[config.mk]
export PLATFORM = sky130hd
export DESIGN_NAME = vector_pop_sequencer_flat
export DESIGN_NICKNAME = d
export VERILOG_FILES = /design/src/rtl/vector_pop_sequencer_if.sv /design/src/rtl/vector_pop_sequencer.sv /design/src/flat_wrapper.sv
export SDC_FILE = /design/constraint.sdc
export NUM_CORES = 1
export LEC_CHECK = 0
export ABC_CLOCK_PERIOD_IN_PS = 2800
export CORE_ASPECT_RATIO = 1.5
export CORE_UTILIZATION = 40
export DETAILED_ROUTE_END_ITERATION = 6
export PLACE_DENSITY = 0.67
export SYNTH_ARGS = -nofsm -noshare
export SYNTH_HDL_FRONTEND = slang
export SYNTH_SLANG_ARGS = --single-unit
[constraint.sdc]
create_clock -name clk -period 2.8 [get_ports clk]
set_input_delay 0.56 -clock clk [delete_from_list [all_inputs] [get_ports clk]]
set_output_delay 0.56 -clock clk [all_outputs]
set_load 0.01 [all_outputs]
[src/rtl/vector_pop_sequencer_if.sv]
// Issue and functional-unit handshake bundle for the vector pop/parity sequencer.
// Signal names match the sequencer's documented port list.
interface vector_pop_sequencer_if #(
    parameter int unsigned VL_W  = 7,
    parameter int unsigned NVREG = 8
);
    logic              i_issue;
    logic [2:0]        i_op;
    logic [2:0]        i_j;
    logic [2:0]        i_i;
    logic [VL_W-1:0]   i_vl;
    logic [NVREG-1:0]  i_vreg_busy;
    logic              o_issue_ack;
    logic              o_start;
    logic [2:0]        o_unit_k;
    logic [2:0]        o_unit_j;
    logic              o_rd_en;
    logic [5:0]        o_rd_elem;
    logic              o_wr_en;
    logic [2:0]        o_wr_i;
    logic [5:0]        o_wr_elem;
    logic              o_fu_busy;
    logic [NVREG-1:0]  o_vreg_res;

    modport master (
        output i_issue, i_op, i_j, i_i, i_vl, i_vreg_busy,
        input  o_issue_ack, o_start, o_unit_k, o_unit_j, o_rd_en, o_rd_elem,
               o_wr_en, o_wr_i, o_wr_elem, o_fu_busy, o_vreg_res
    );

    modport slave (
        input  i_issue, i_op, i_j, i_i, i_vl, i_vreg_busy,
        output o_issue_ack, o_start, o_unit_k, o_unit_j, o_rd_en, o_rd_elem,
               o_wr_en, o_wr_i, o_wr_elem, o_fu_busy, o_vreg_res
    );
endinterface

[src/rtl/vector_pop_sequencer.sv]
// Issue-side controller for the vector pop-count/parity unit: accepts an instruction,
// streams Vj element reads, and lines up Vi writes after the fixed unit latency.
module vector_pop_sequencer #(
    parameter int unsigned LATENCY = 5,
    parameter int unsigned VL_W    = 7,
    parameter int unsigned NVREG   = 8
) (
    input logic                   clk,
    input logic                   rst,
    vector_pop_sequencer_if.slave bus
);

    typedef enum logic [1:0] {StIdle, StRead, StDrain} state_e;

    localparam logic [NVREG-1:0] ResOne = {{(NVREG-1){1'b0}}, 1'b1};

    state_e             state_q, state_d;
    logic [2:0]         k_q, k_d, j_q, j_d, i_q, i_d;
    logic [6:0]         n_q, n_d;
    logic [5:0]         rd_cnt_q, rd_cnt_d;
    logic [5:0]         wr_cnt_q, wr_cnt_d;
    logic [NVREG-1:0]   res_q, res_d;
    logic [LATENCY-1:0] vld_q, vld_d;

    logic [VL_W-1:0] vl;
    logic [31:0]     vl_ext;
    logic [6:0]      n_eff;
    logic            op_ok, accept, rd_en, wr_en, last_rd, last_wr;

    assign vl     = bus.i_vl;
    assign vl_ext = 32'(vl);
    // Zero or oversize lengths run the full 64-element register.
    assign n_eff  = ((vl_ext == 32'd0) || (vl_ext > 32'd64)) ? 7'd64 : 7'(vl_ext);

    assign op_ok  = (bus.i_op == 3'b001) || (bus.i_op == 3'b010);
    assign accept = (state_q == StIdle) && bus.i_issue && op_ok &&
                    !bus.i_vreg_busy[bus.i_j] && !bus.i_vreg_busy[bus.i_i];

    assign rd_en   = (state_q == StRead);
    assign wr_en   = vld_q[LATENCY-1];
    assign last_rd = rd_en && ({1'b0, rd_cnt_q} == (n_q - 7'd1));
    assign last_wr = wr_en && ({1'b0, wr_cnt_q} == (n_q - 7'd1));

    always_comb begin
        state_d  = state_q;
        k_d      = k_q;
        j_d      = j_q;
        i_d      = i_q;
        n_d      = n_q;
        rd_cnt_d = rd_cnt_q;
        wr_cnt_d = wr_cnt_q;
        res_d    = res_q;

        // Valid bits ride alongside the unit pipeline to time the writes.
        vld_d[0] = rd_en;
        for (int unsigned k = 1; k < LATENCY; k++) begin
            vld_d[k] = vld_q[k-1];
        end

        unique case (state_q)
            StIdle: begin
                if (accept) begin
                    state_d  = StRead;
                    k_d      = bus.i_op;
                    j_d      = bus.i_j;
                    i_d      = bus.i_i;
                    n_d      = n_eff;
                    rd_cnt_d = 6'd0;
                    wr_cnt_d = 6'd0;
                    res_d    = (ResOne << bus.i_j) | (ResOne << bus.i_i);
                end
            end
            StRead: begin
                if (last_rd) begin
                    state_d = StDrain;
                    // A shared source/destination bit stays until the last write.
                    if (j_q != i_q) begin
                        res_d = res_q & ~(ResOne << j_q);
                    end
                end else begin
                    rd_cnt_d = rd_cnt_q + 6'd1;
                end
            end
            StDrain: ;
            default: state_d = StIdle;
        endcase

        if (wr_en && !last_wr) begin
            wr_cnt_d = wr_cnt_q + 6'd1;
        end
        if (last_wr) begin
            state_d = StIdle;
            res_d   = '0;
        end
    end

    always_ff @(posedge clk) begin
        if (rst) begin
            state_q  <= StIdle;
            k_q      <= 3'd0;
            j_q      <= 3'd0;
            i_q      <= 3'd0;
            n_q      <= 7'd0;
            rd_cnt_q <= 6'd0;
            wr_cnt_q <= 6'd0;
            res_q    <= '0;
            vld_q    <= '0;
        end else begin
            state_q  <= state_d;
            k_q      <= k_d;
            j_q      <= j_d;
            i_q      <= i_d;
            n_q      <= n_d;
            rd_cnt_q <= rd_cnt_d;
            wr_cnt_q <= wr_cnt_d;
            res_q    <= res_d;
            vld_q    <= vld_d;
        end
    end

    assign bus.o_issue_ack = accept;
    assign bus.o_start     = rd_en && (rd_cnt_q == 6'd0);
    assign bus.o_unit_k    = k_q;
    assign bus.o_unit_j    = j_q;
    assign bus.o_rd_en     = rd_en;
    assign bus.o_rd_elem   = rd_cnt_q;
    assign bus.o_wr_en     = wr_en;
    assign bus.o_wr_i      = i_q;
    assign bus.o_wr_elem   = wr_cnt_q;
    assign bus.o_fu_busy   = (state_q != StIdle);
    assign bus.o_vreg_res  = res_q;

endmodule

[src/flat_wrapper.sv]
// flat-port wrapper written by rule: the top's interface ports become plain ports
module vector_pop_sequencer_flat 
#(
    parameter int unsigned LATENCY = 5,
    parameter int unsigned VL_W    = 7,
    parameter int unsigned NVREG   = 8
)
  (clk, rst, bus_i_issue, bus_i_op, bus_i_j, bus_i_i, bus_i_vl, bus_i_vreg_busy, bus_o_issue_ack, bus_o_start, bus_o_unit_k, bus_o_unit_j, bus_o_rd_en, bus_o_rd_elem, bus_o_wr_en, bus_o_wr_i, bus_o_wr_elem, bus_o_fu_busy, bus_o_vreg_res);
  vector_pop_sequencer_if #(.VL_W(VL_W), .NVREG(NVREG)) bus_i ();
  input logic clk;
  input logic rst;
  input wire logic [$bits(bus_i.i_issue)-1:0] bus_i_issue;
  input wire logic [$bits(bus_i.i_op)-1:0] bus_i_op;
  input wire logic [$bits(bus_i.i_j)-1:0] bus_i_j;
  input wire logic [$bits(bus_i.i_i)-1:0] bus_i_i;
  input wire logic [$bits(bus_i.i_vl)-1:0] bus_i_vl;
  input wire logic [$bits(bus_i.i_vreg_busy)-1:0] bus_i_vreg_busy;
  output wire logic [$bits(bus_i.o_issue_ack)-1:0] bus_o_issue_ack;
  output wire logic [$bits(bus_i.o_start)-1:0] bus_o_start;
  output wire logic [$bits(bus_i.o_unit_k)-1:0] bus_o_unit_k;
  output wire logic [$bits(bus_i.o_unit_j)-1:0] bus_o_unit_j;
  output wire logic [$bits(bus_i.o_rd_en)-1:0] bus_o_rd_en;
  output wire logic [$bits(bus_i.o_rd_elem)-1:0] bus_o_rd_elem;
  output wire logic [$bits(bus_i.o_wr_en)-1:0] bus_o_wr_en;
  output wire logic [$bits(bus_i.o_wr_i)-1:0] bus_o_wr_i;
  output wire logic [$bits(bus_i.o_wr_elem)-1:0] bus_o_wr_elem;
  output wire logic [$bits(bus_i.o_fu_busy)-1:0] bus_o_fu_busy;
  output wire logic [$bits(bus_i.o_vreg_res)-1:0] bus_o_vreg_res;
  assign bus_i.i_issue = bus_i_issue;
  assign bus_i.i_op = bus_i_op;
  assign bus_i.i_j = bus_i_j;
  assign bus_i.i_i = bus_i_i;
  assign bus_i.i_vl = bus_i_vl;
  assign bus_i.i_vreg_busy = bus_i_vreg_busy;
  assign bus_o_issue_ack = bus_i.o_issue_ack;
  assign bus_o_start = bus_i.o_start;
  assign bus_o_unit_k = bus_i.o_unit_k;
  assign bus_o_unit_j = bus_i.o_unit_j;
  assign bus_o_rd_en = bus_i.o_rd_en;
  assign bus_o_rd_elem = bus_i.o_rd_elem;
  assign bus_o_wr_en = bus_i.o_wr_en;
  assign bus_o_wr_i = bus_i.o_wr_i;
  assign bus_o_wr_elem = bus_i.o_wr_elem;
  assign bus_o_fu_busy = bus_i.o_fu_busy;
  assign bus_o_vreg_res = bus_i.o_vreg_res;
  vector_pop_sequencer #(.LATENCY(LATENCY), .VL_W(VL_W), .NVREG(NVREG)) u_core (.clk(clk), .rst(rst), .bus(bus_i));
endmodule
==> results.md, run 1 <==
* Final hold slack at 446 ps
* Buffers on Ports at 60
* Most frequent cell on the critical path: nand2_1
* Synth top area share at a little over a third
* Status: completed
* Util after Layout at 57.8%
* Syn nets at ~320
* Post-DR wirelength/cell at 14.6 um
* Post-layout min period at 2700 ps
* Pin count of the biggest net entering global routing at 31
* Clock tree buffer depth at 2
* Setup TNS at 0 ps
* Pre-Repair DR Iteration Count at 4
* Die Y at between 90 and 100 um
* Largest fanout on the critical path at 9
* Num CTS Buffers at 5
* H-tree depth at 2
* I/O pin count at 61
* Async SR Flop Fraction at 0%
* Critical Path AT at 2140 ps
* Pwr Density at 407 nW/um2
* Post-CTS Setup Inserts at 0
* Post-Syn Instances at 291
* DRC viols at 0
* Drt total wl at 6370 um
* Crit. End Element: primary output
* Area Overhead vs Synth at 37.5%
* Top_reg_cell synth: dfxtp_1
* Synth top area cells: dfxtp_1, a21oi_1, nand2_1
* # nets final at 393
* Type of the tightest min-delay check: reg -> reg
* EDFF count, synth at 0
* Starting Density at 42.1%
* Clock skew at between 6 and 7 ps
* CTS tree: built
* Relative slew margins at just under 70%
* Critical Path RT at around 2200 ps
* Clk sinks at 43
* Layout cells sized above 1 at 12.9%
* ANT nets after route at 0
* Crit start category: input pin
* #FFs+latches synth at 43
* DR iter-0 viols at about 160
* Worst slew pin tran at 480 ps
* Hold depth at 1
* Placer congestion estimate at about 0.94
* Syn Std Cell Area at 2470 um2
* Via count at 2,408
* First-pass GRT wire length at between 10,000 and 15,000 um
* Leakage power at 1.24 nW
* Clk Latency, worst-skew pair at 300 ps
* Std-Cell Rows at 34
* Initial antenna violation count at 0
* Final Hold Fails at 0
* Core Box Area at 5870 um2
* R2R cell count at 8
* Synth unique cells at 60
* Max-Cap Viols at 0
* Setup violators final at 0
* Vias in the first global route at 2,245
* Diode count at 0
* CP cell instances: clkdlybuf4s50_1, buf_4, nand2_1, o22ai_1, a222oi_1, nand2_1, inv_2, buf_6
* Fillers at 551
* Crit path max-delay cell type: a222oi_1
* RSZ-0062 raised after global routing: false
* Syn. warnings at 0
* Final period util at 96.5%
* Die area at 6500 um2
* Power Total at 0.00138 W
* Register area share after synthesis at about a third
* Mean Syn Cell Area at between 8 and 9 um2
* Via density at 5.54
* Slowest stage delay, CP at 460 ps
* Clock root buffer master: clkbuf_8
* Final max-slew violation count at 0
* Clk slew on worst S/H paths at 80 ps
* Dpl hpwl at ~4600 um
* Grt ovf at 0
* Gr usage total at just over 20%
* Die width at 66.1 um
* Setup CP Type: in -> out
* Fmax at around 370 MHz
* Leading area contributor after synthesis: dfxtp_1
* Peak VDD IR at roughly 0.24 mV
## power by group
| group | switching, W | internal (W) |
|---|---|---|
| logic | 0.0000804 | 0.0000983 |
| registers | 0.0000103 | 0.000619 |
| clock network | 0.000218 | 0.000357 |
## state kept, by name, indices dropped and copies added, names as in the netlist
register               cells
u_core.bus.o_vreg_res      8
u_core.n_q                 7
u_core.bus.o_rd_elem       6
u_core.bus.o_wr_elem       6
u_core.vld_q               5
u_core.bus.o_unit_j        3
u_core.bus.o_unit_k        3
u_core.bus.o_wr_i          3
u_core.state_q             2
## per-layer routing
| metal | GRT usage [%] | up-vias | part of all wire, % |
|---|---|---|---|
| met5 | 0 | - | 0 |
| met4 | 8.51 | 0 | 2.5 |
| met3 | 3.39 | 11 | 3.6 |
| met2 | 36.3 | 68 | 53 |
| met1 | 24.3 | 1142 | 41 |
| li1 | - | 1187 | - |
## cell usage in the layout, fill, tap and decap left out, types with 3 or more instances in the layout
cell type        instances
a21boi_1                 5
a21o_1                   3
a21oi_1                 25
a32o_1                   3
buf_4                   23
clkbuf_8                 5
clkdlybuf4s50_1         54
dfxtp_1                 43
dlymetal6s2s_1           4
ha_1                     4
inv_1                    8
nand2_1                 33
nand2b_1                 7
nand3_1                 16
nand3b_1                 7
nor2_1                   8
nor2b_1                  6
nor3_1                   6
nor3b_1                  8
nor4_1                   4
o211ai_1                 3
o21a_1                   7
o21ai_1                 11
o311ai_0                 3
o31ai_1                  3
or2_2                    4
xnor2_1                  8
xor2_1                   6
## path summary, 6_finish.rpt
check | slack, ps | to | startpoint
hold reg to reg | 450 | u_core.vld_q[3] | u_core.vld_q[2]
setup reg to reg | 460 | u_core.bus.o_rd_elem[5] | u_core.n_q[0]
hold / removal | 450 | u_core.vld_q[3] | u_core.vld_q[2]
setup / recovery | 100 | bus_o_issue_ack | bus_i_j[1]
## worst max-delay path, delay by kind of cell
kind | cells | cell delay, ps
AO/OA/AOI/OAI | 2 | 550
AND/OR/NAND/NOR | 2 | 210
buffers and inverters | 4 | 800
## cells by family after synthesis
kind of cell	share of synthesized area, %
AO/OA/AOI/OAI	21.2
XOR/XNOR	8.72
adder cells (fa/ha/maj)	2.03
buffers and inverters	5.27
flip-flops	34.9
multiplexers	1.77
AND/OR/NAND/NOR	26.1
## metrics by stage
| stage | instances | cell area, um2 | worst slack [ps] |
|---|---|---|---|
| after floorplan | 291 | 2470 | 144 |
| after global placement | 427 | 3240 | -564 |
| after detailed placement | 427 | 3240 | -564 |
| after CTS | 435 | 3370 | 19.4 |
| after global routing | 435 | 3390 | 1.38 |
| final | 435 | 3390 | 98.4 |
## synthesized netlist by cell type, types with 3 or more instances
master / count
dfxtp_1: 43
nand2_1: 33
a21oi_1: 25
nand3_1: 16
clkbuf_1: 11
o21ai_1: 10
inv_1: 9
nor2_1: 8
nor3b_1: 8
xnor2_1: 8
nand2b_1: 7
nand3b_1: 7
o21a_1: 7
nor2b_1: 6
nor3_1: 6
xor2_1: 6
a21boi_1: 5
buf_2: 5
ha_1: 4
nor4_1: 4
or2_2: 4
a21o_1: 3
a32o_1: 3
o211ai_1: 3
o311ai_0: 3
o31ai_1: 3
## layout make-up
type                            count  area, um2  area share (%)
Tap cell                           72       90.1            2.65
Inverter                           10       37.5            1.11
Clock inverter                      2       60.1            1.77
Timing Repair Buffer               83        783            23.1
Sequential cell                    43        861            25.4
Multi-Input combinational cell    219       1490            43.9
Clock buffer                        6       72.6            2.14
## timing repair
item	CTS	global route
resized for setup	6	8
pin swaps	2	4
cloned	0	0
endpoints found under the setup margin	1	1
hold buffers	0	0
No activity file was read; power rests on OpenSTA's default activity.
==> inputs of run 2 (changes only) <==
CORE_ASPECT_RATIO = unset   (was 1.5)
==> results.md, run 2 (synthesis gave the netlist of run 1 again) <==
* Internal power at 0.000987 W (was 0.00107 W)
* Initial antenna violation count at 0 (unchanged)
* Delay-heaviest family, CP: buffers and inverters (unchanged)
* Final Hold Fails at 0 (unchanged)
* RSZ-0062 raised after global routing: false (unchanged)
* Std-Cell Rows at 28 (was 34)
* Clock skew at 9.21 ps (was 6.48 ps)
* Peak VDD IR at 0.221 mV (was 0.236 mV)
* Die area at 6490 um2 (was 6500 um2)
* CTS tree: built (unchanged)
* Sw Ratio at 24.2% (was 22.3%)
* Worst slew pin tran at 512 ps (was 480 ps)
* DRC viols at 0 (unchanged)
* Clk Latency, worst-skew pair at 290 ps (was 300 ps)
* Critical Path AT at 2160 ps (was 2140 ps)
* Post-layout min period at 2720 ps (was 2700 ps)
* Die Y at 80.6 um (was 98.2 um)
* Final max-slew violation count at 0 (unchanged)
* DR iter-0 viols at 125 (was 155)
* Layout cells sized above 1 at 13.9% (was 12.9%)
* Setup violators final at 0 (unchanged)
* Crit path max-delay cell type: clkdlybuf4s50_1 (was a222oi_1)
* CP cell instances: clkdlybuf4s50_1, buf_4, nand3_1, o21ai_0, a222oi_1, nand2_1, inv_2, buf_6 (was clkdlybuf4s50_1, buf_4, nand2_1, o22ai_1, a222oi_1, nand2_1, inv_2, buf_6)
* Max-Cap Viols at 0 (unchanged)
* Most common cell after layout, fill and taps aside: clkdlybuf4s50_1 (unchanged)
* Final period util at 97.0% (was 96.5%)
* Relative slew margins at 65.7% (was 68.0%)
* Via count at 2,404 (was 2,408)
* Vias in the first global route at 2,278 (was 2,245)
* Drt total wl at 6350 um (was 6370 um)
* Crit. End Element: primary output (unchanged)
* Dpl hpwl at 4750 um (was 4630 um)
* Type of the tightest min-delay check: reg -> reg (unchanged)
* Critical Path RT at 2240 ps (about the same)
* Via density at 5.44 (was 5.54)
* Status: completed (unchanged)
* Setup WS post-layout at 83.2 ps (was 98.4 ps)
* Setup WS pre-CTS at -595 ps (was -564 ps)
* Power Total at 0.00130 W (was 0.00138 W)
* Crit start category: input pin (unchanged)
* Max reg flops at 8 (unchanged)
* Placer congestion estimate at 0.901 (was 0.939)
* Num CTS Buffers at 5 (unchanged)
* Pin count of the biggest net entering global routing at 30 (was 31)
* Storage cell area at 861 um2 (unchanged)
* Pre-Repair DR Iteration Count at 4 (unchanged)
* Buffers on Ports at 60 (unchanged)
* Net switching power at 0.000315 W (was 0.000309 W)
* Combinational fraction of design power at 14.2% (was 12.9%)
* Multi-input gate area at 1490 um2 (unchanged)
* # nets final at 397 (was 393)
* Post-DR wirelength/cell at 14.4 um (was 14.6 um)
* Clk slew on worst S/H paths at 90 ps (was 80 ps)
* Setup CP Type: in -> out (unchanged)
* Starting Density at 41.7% (was 42.1%)
* Pwr Density at 382 nW/um2 (was 407 nW/um2)
* Power share of the clock group at 37.6% (was 41.6%)
* ANT nets after route at 0 (unchanged)
* Fillers at 547 (was 551)
* Most frequent cells in the layout: clkdlybuf4s50_1, dfxtp_1, nand2_1 (unchanged)
* Area Overhead vs Synth at 38.1% (was 37.5%)
* Slowest stage delay, CP at 430 ps (was 460 ps)
* Die width at 80.6 um (was 66.1 um)
* Fmax at 368 MHz (was 370 MHz)
* I/O pin count at 61 (unchanged)
* H-tree depth at 2 (unchanged)
* Clock root buffer master: clkbuf_8 (unchanged)
* First-pass GRT wire length at 10,500 um (was 10,400 um)
* Largest fanout on the critical path at 6 (was 9)
* Leakage power at 1.26 nW (was 1.24 nW)
* Setup TNS at 0 ps (unchanged)
* Diode count at 0 (unchanged)
* Gr usage total at 20.8% (was 20.7%)
* Worst Path Buf+Inv at 4 (unchanged)
* Grt ovf at 0 (unchanged)
* Core Box Area at 5920 um2 (was 5870 um2)
* Clock tree buffer depth at 2 (unchanged)
* Sequential power share at 48.2% (was 45.5%)
* Clk sinks at 43 (unchanged)
-- run 2: cell types whose count changed in the layout (fill, tap and decap cells not counted), sizes merged --
cell    before  now
buf         24   28
clkinv       0    2
bufinv       2    1
clkbuf       6    5
-- run 2: final cells by class --
type,instances,area share (%)
Inverter,10,1.10
Clock inverter,3,1.28
Multi-Input combinational cell,219,43.7
Tap cell,75,2.75
Clock buffer,5,2.02
Timing Repair Buffer,87,23.9
Sequential cell,43,25.3
-- run 2: final timing paths --
check                                           endpoint  cells past startpoint  slack, ps       startpoint
worst max-delay path                     bus_o_issue_ack                      8         80       bus_i_j[1]
worst min-delay path                     u_core.vld_q[2]                      1        450  u_core.vld_q[1]
worst max register to register  u_core.bus.o_vreg_res[3]                      8        430    u_core.n_q[1]
worst min register to register           u_core.vld_q[2]                      1        450  u_core.vld_q[1]
-- run 2: per-stage QoR --
step	utilization, %	instance area (um2)	hold slack, ps	instances
floorplan	-	2470	414	291
global placement	55.0	3260	417	432
detailed placement	55.0	3260	427	432
CTS	57.0	3380	450	441
global route	57.6	3410	462	442
finish	57.6	3410	445	442
-- run 2: timing repair --
item | CTS | global route
hold buffers | 0 | 0
setup endpoints to repair | 1 | 1
buffers inserted | 1 | 1
pin swaps | 2 | 4
gates cloned | 0 | 0
gates resized for setup | 6 | 6
-- run 2: per-layer routing --
| layer | global-route usage (%) | wire [um] | vias to the layer above |
|---|---|---|---|
| met3 | 4.77 | 313 | 2 |
| li1 | - | - | 1202 |
| met1 | 26.8 | 2990 | 1136 |
| met2 | 34.5 | 3010 | 64 |
| met4 | 5.36 | 29 | 0 |
| met5 | 0 | 0 | - |
-- run 2: power by group through the flow --
stage / combinational [W] / clock [W] / sequential [W]
finish: 0.000185 / 0.000489 / 0.000628
CTS: 0.000181 / 0.000502 / 0.000628
detailed placement: 0.000180 / 0 / 0.000643
floorplan: 0.0000841 / 0 / 0.000641
global route: 0.000200 / 0.000534 / 0.000630
global placement: 0.000178 / 0 / 0.000643
==> inputs of run 3 (changes only) <==
CTS_CLUSTER_SIZE = 16   (was unset)
SKIP_CTS_REPAIR_TIMING = 1   (was unset)
==> results.md, run 3 (synthesis gave the netlist of run 1 again) <==
* Via count at 2,397 (was 2,404)
* Drt total wl at 6330 um (was 6350 um)
* Area Overhead vs Synth at 38.3% (was 38.1%)
* Clock skew at 9.66 ps (was 9.21 ps)
* Die width at 80.6 um (unchanged)
* Post-DR wirelength/cell at 14.3 um (was 14.4 um)
* Setup TNS at 0 ps (unchanged)
* DRC viols at 0 (unchanged)
* Pin count of the biggest net entering global routing at 30 (unchanged)
* Max reg flops at 8 (unchanged)
* Power share of the clock group at 37.6% (about the same)
* Worst slew pin tran at 536 ps (was 512 ps)
* Most frequent cells in the layout: clkdlybuf4s50_1, dfxtp_1, nand2_1 (unchanged)
* Most common cell after layout, fill and taps aside: clkdlybuf4s50_1 (unchanged)
* CP cell instances: clkdlybuf4s50_1, buf_4, nand3_1, o21ai_0, a222oi_1, nand2_1, inv_2, buf_6 (unchanged)
* I/O pin count at 61 (unchanged)
* Status: completed (unchanged)
* Gr usage total at 20.7% (was 20.8%)
* Starting Density at 41.7% (unchanged)
* Setup violators final at 0 (unchanged)
* Crit path max-delay cell type: clkdlybuf4s50_1 (unchanged)
* Fmax at 369 MHz (was 368 MHz)
* Setup WS pre-CTS at -595 ps (unchanged)
* Vias in the first global route at 2,272 (was 2,278)
* Crit path from: bus_i_j[1] (unchanged)
* Delay-heaviest family, CP: buffers and inverters (unchanged)
* Pre-Repair DR Iteration Count at 4 (unchanged)
* Setup WS post-layout at 92.8 ps (was 83.2 ps)
* Multi-input gate area at 1490 um2 (unchanged)
* Final hold slack at 446 ps (was 445 ps)
* Slowest stage delay, CP at 430 ps (about the same)
* Worst Hold Launch: u_core.vld_q[1] (unchanged)
* Crit start category: input pin (unchanged)
* Crit. End Element: primary output (unchanged)
* Final max-slew violation count at 0 (unchanged)
* Combinational fraction of design power at 14.2% (about the same)
* Net switching power at 0.000315 W (about the same)
* Die Y at 80.6 um (unchanged)
* Critical Path RT at 2240 ps (about the same)
* Max-Cap Viols at 0 (unchanged)
* Leakage power at 1.28 nW (was 1.26 nW)
* Worst r2r src: u_core.n_q[1] (unchanged)
* Grt ovf at 0 (unchanged)
* Clk Latency, worst-skew pair at 290 ps (about the same)
* Critical Path AT at 2150 ps (was 2160 ps)
* Final Hold Fails at 0 (unchanged)
* # nets final at 397 (unchanged)
* ANT nets after route at 0 (unchanged)
* Storage cell area at 861 um2 (unchanged)
* Largest fanout on the critical path at 6 (unchanged)
* Setup CP Type: in -> out (unchanged)
* Layout cells sized above 1 at 13.9% (unchanged)
* Post-layout min period at 2710 ps (was 2720 ps)
* DR iter-0 viols at 118 (was 125)
* Via density at 5.42 (was 5.44)
* Die area at 6490 um2 (unchanged)
* Clock tree buffer depth at 2 (unchanged)
* Final period util at 96.7% (was 97.0%)
* Placer congestion estimate at 0.901 (unchanged)
* Diode count at 0 (unchanged)
* Peak VDD IR at 0.222 mV (was 0.221 mV)
* Sw Ratio at 24.2% (about the same)
* Relative slew margins at 64.1% (was 65.7%)
* R2r setup slk at 390 ps (was 430 ps)
* Num CTS Buffers at 5 (unchanged)
* Sequential power share at 48.3% (was 48.2%)
* Clock root buffer master: clkbuf_8 (unchanged)
* RSZ-0062 raised after global routing: false (unchanged)
* Std-Cell Rows at 28 (unchanged)
* Buffers on Ports at 60 (unchanged)
* Worst Path Buf+Inv at 4 (unchanged)
* Initial antenna violation count at 0 (unchanged)
* First-pass GRT wire length at 10,500 um (about the same)
* Core Box Area at 5920 um2 (unchanged)
* Clk sinks at 43 (unchanged)
* Dpl hpwl at 4750 um (unchanged)
* Internal power at 0.000987 W (about the same)
* Clk slew on worst S/H paths at 90 ps (about the same)
* Fillers at 548 (was 547)
* H-tree depth at 2 (unchanged)
* Type of the tightest min-delay check: reg -> reg (unchanged)
* CTS tree: built (unchanged)
* Pwr Density at 381 nW/um2 (was 382 nW/um2)
==> run 3: power by group through the flow <==
stage                     registers, W  logic [W]  clock network [W]
final                         0.000628   0.000184           0.000489
after floorplan               0.000641  0.0000841                  0
after global routing          0.000630   0.000200           0.000532
after CTS                     0.000628   0.000180           0.000502
after global placement        0.000643   0.000178                  0
after detailed placement      0.000643   0.000180                  0
==> run 3: worst paths after layout <==
| check | cells past startpoint | endpoint |
|---|---|---|
| worst max register to register | 8 | u_core.bus.o_vreg_res[3] |
| worst min register to register | 1 | u_core.vld_q[2] |
| worst min-delay path | 1 | u_core.vld_q[2] |
| worst max-delay path | 8 | bus_o_issue_ack |
==> run 3: per-layer routing <==
layer,global-route usage [%],share of wire [%],wire [um],up-vias
met5,0,0,0,-
met4,5.36,0.46,29,0
met3,4.66,5.5,350,2
met2,34.4,48,3040,71
met1,26.8,46,2910,1125
li1,-,-,-,1199
==> run 3: cell type report <==
class	count	area share, %
Clock buffer	5	2.02
Clock inverter	3	1.28
Inverter	10	1.10
Multi-Input combinational cell	219	43.6
Sequential cell	43	25.2
Tap cell	75	2.75
Timing Repair Buffer	87	24.0
==> run 3: per-stage QoR <==
| step | util (%) | area (um2) | total power, W | instances |
|---|---|---|---|---|
| CTS | 56.9 | 3370 | 0.00131 | 440 |
| floorplan | - | 2470 | 0.000726 | 291 |
| detailed placement | 55.0 | 3260 | 0.000822 | 432 |
| global placement | 55.0 | 3260 | 0.000821 | 432 |
| global route | 57.7 | 3410 | 0.00136 | 442 |
| finish | 57.7 | 3410 | 0.00130 | 442 |
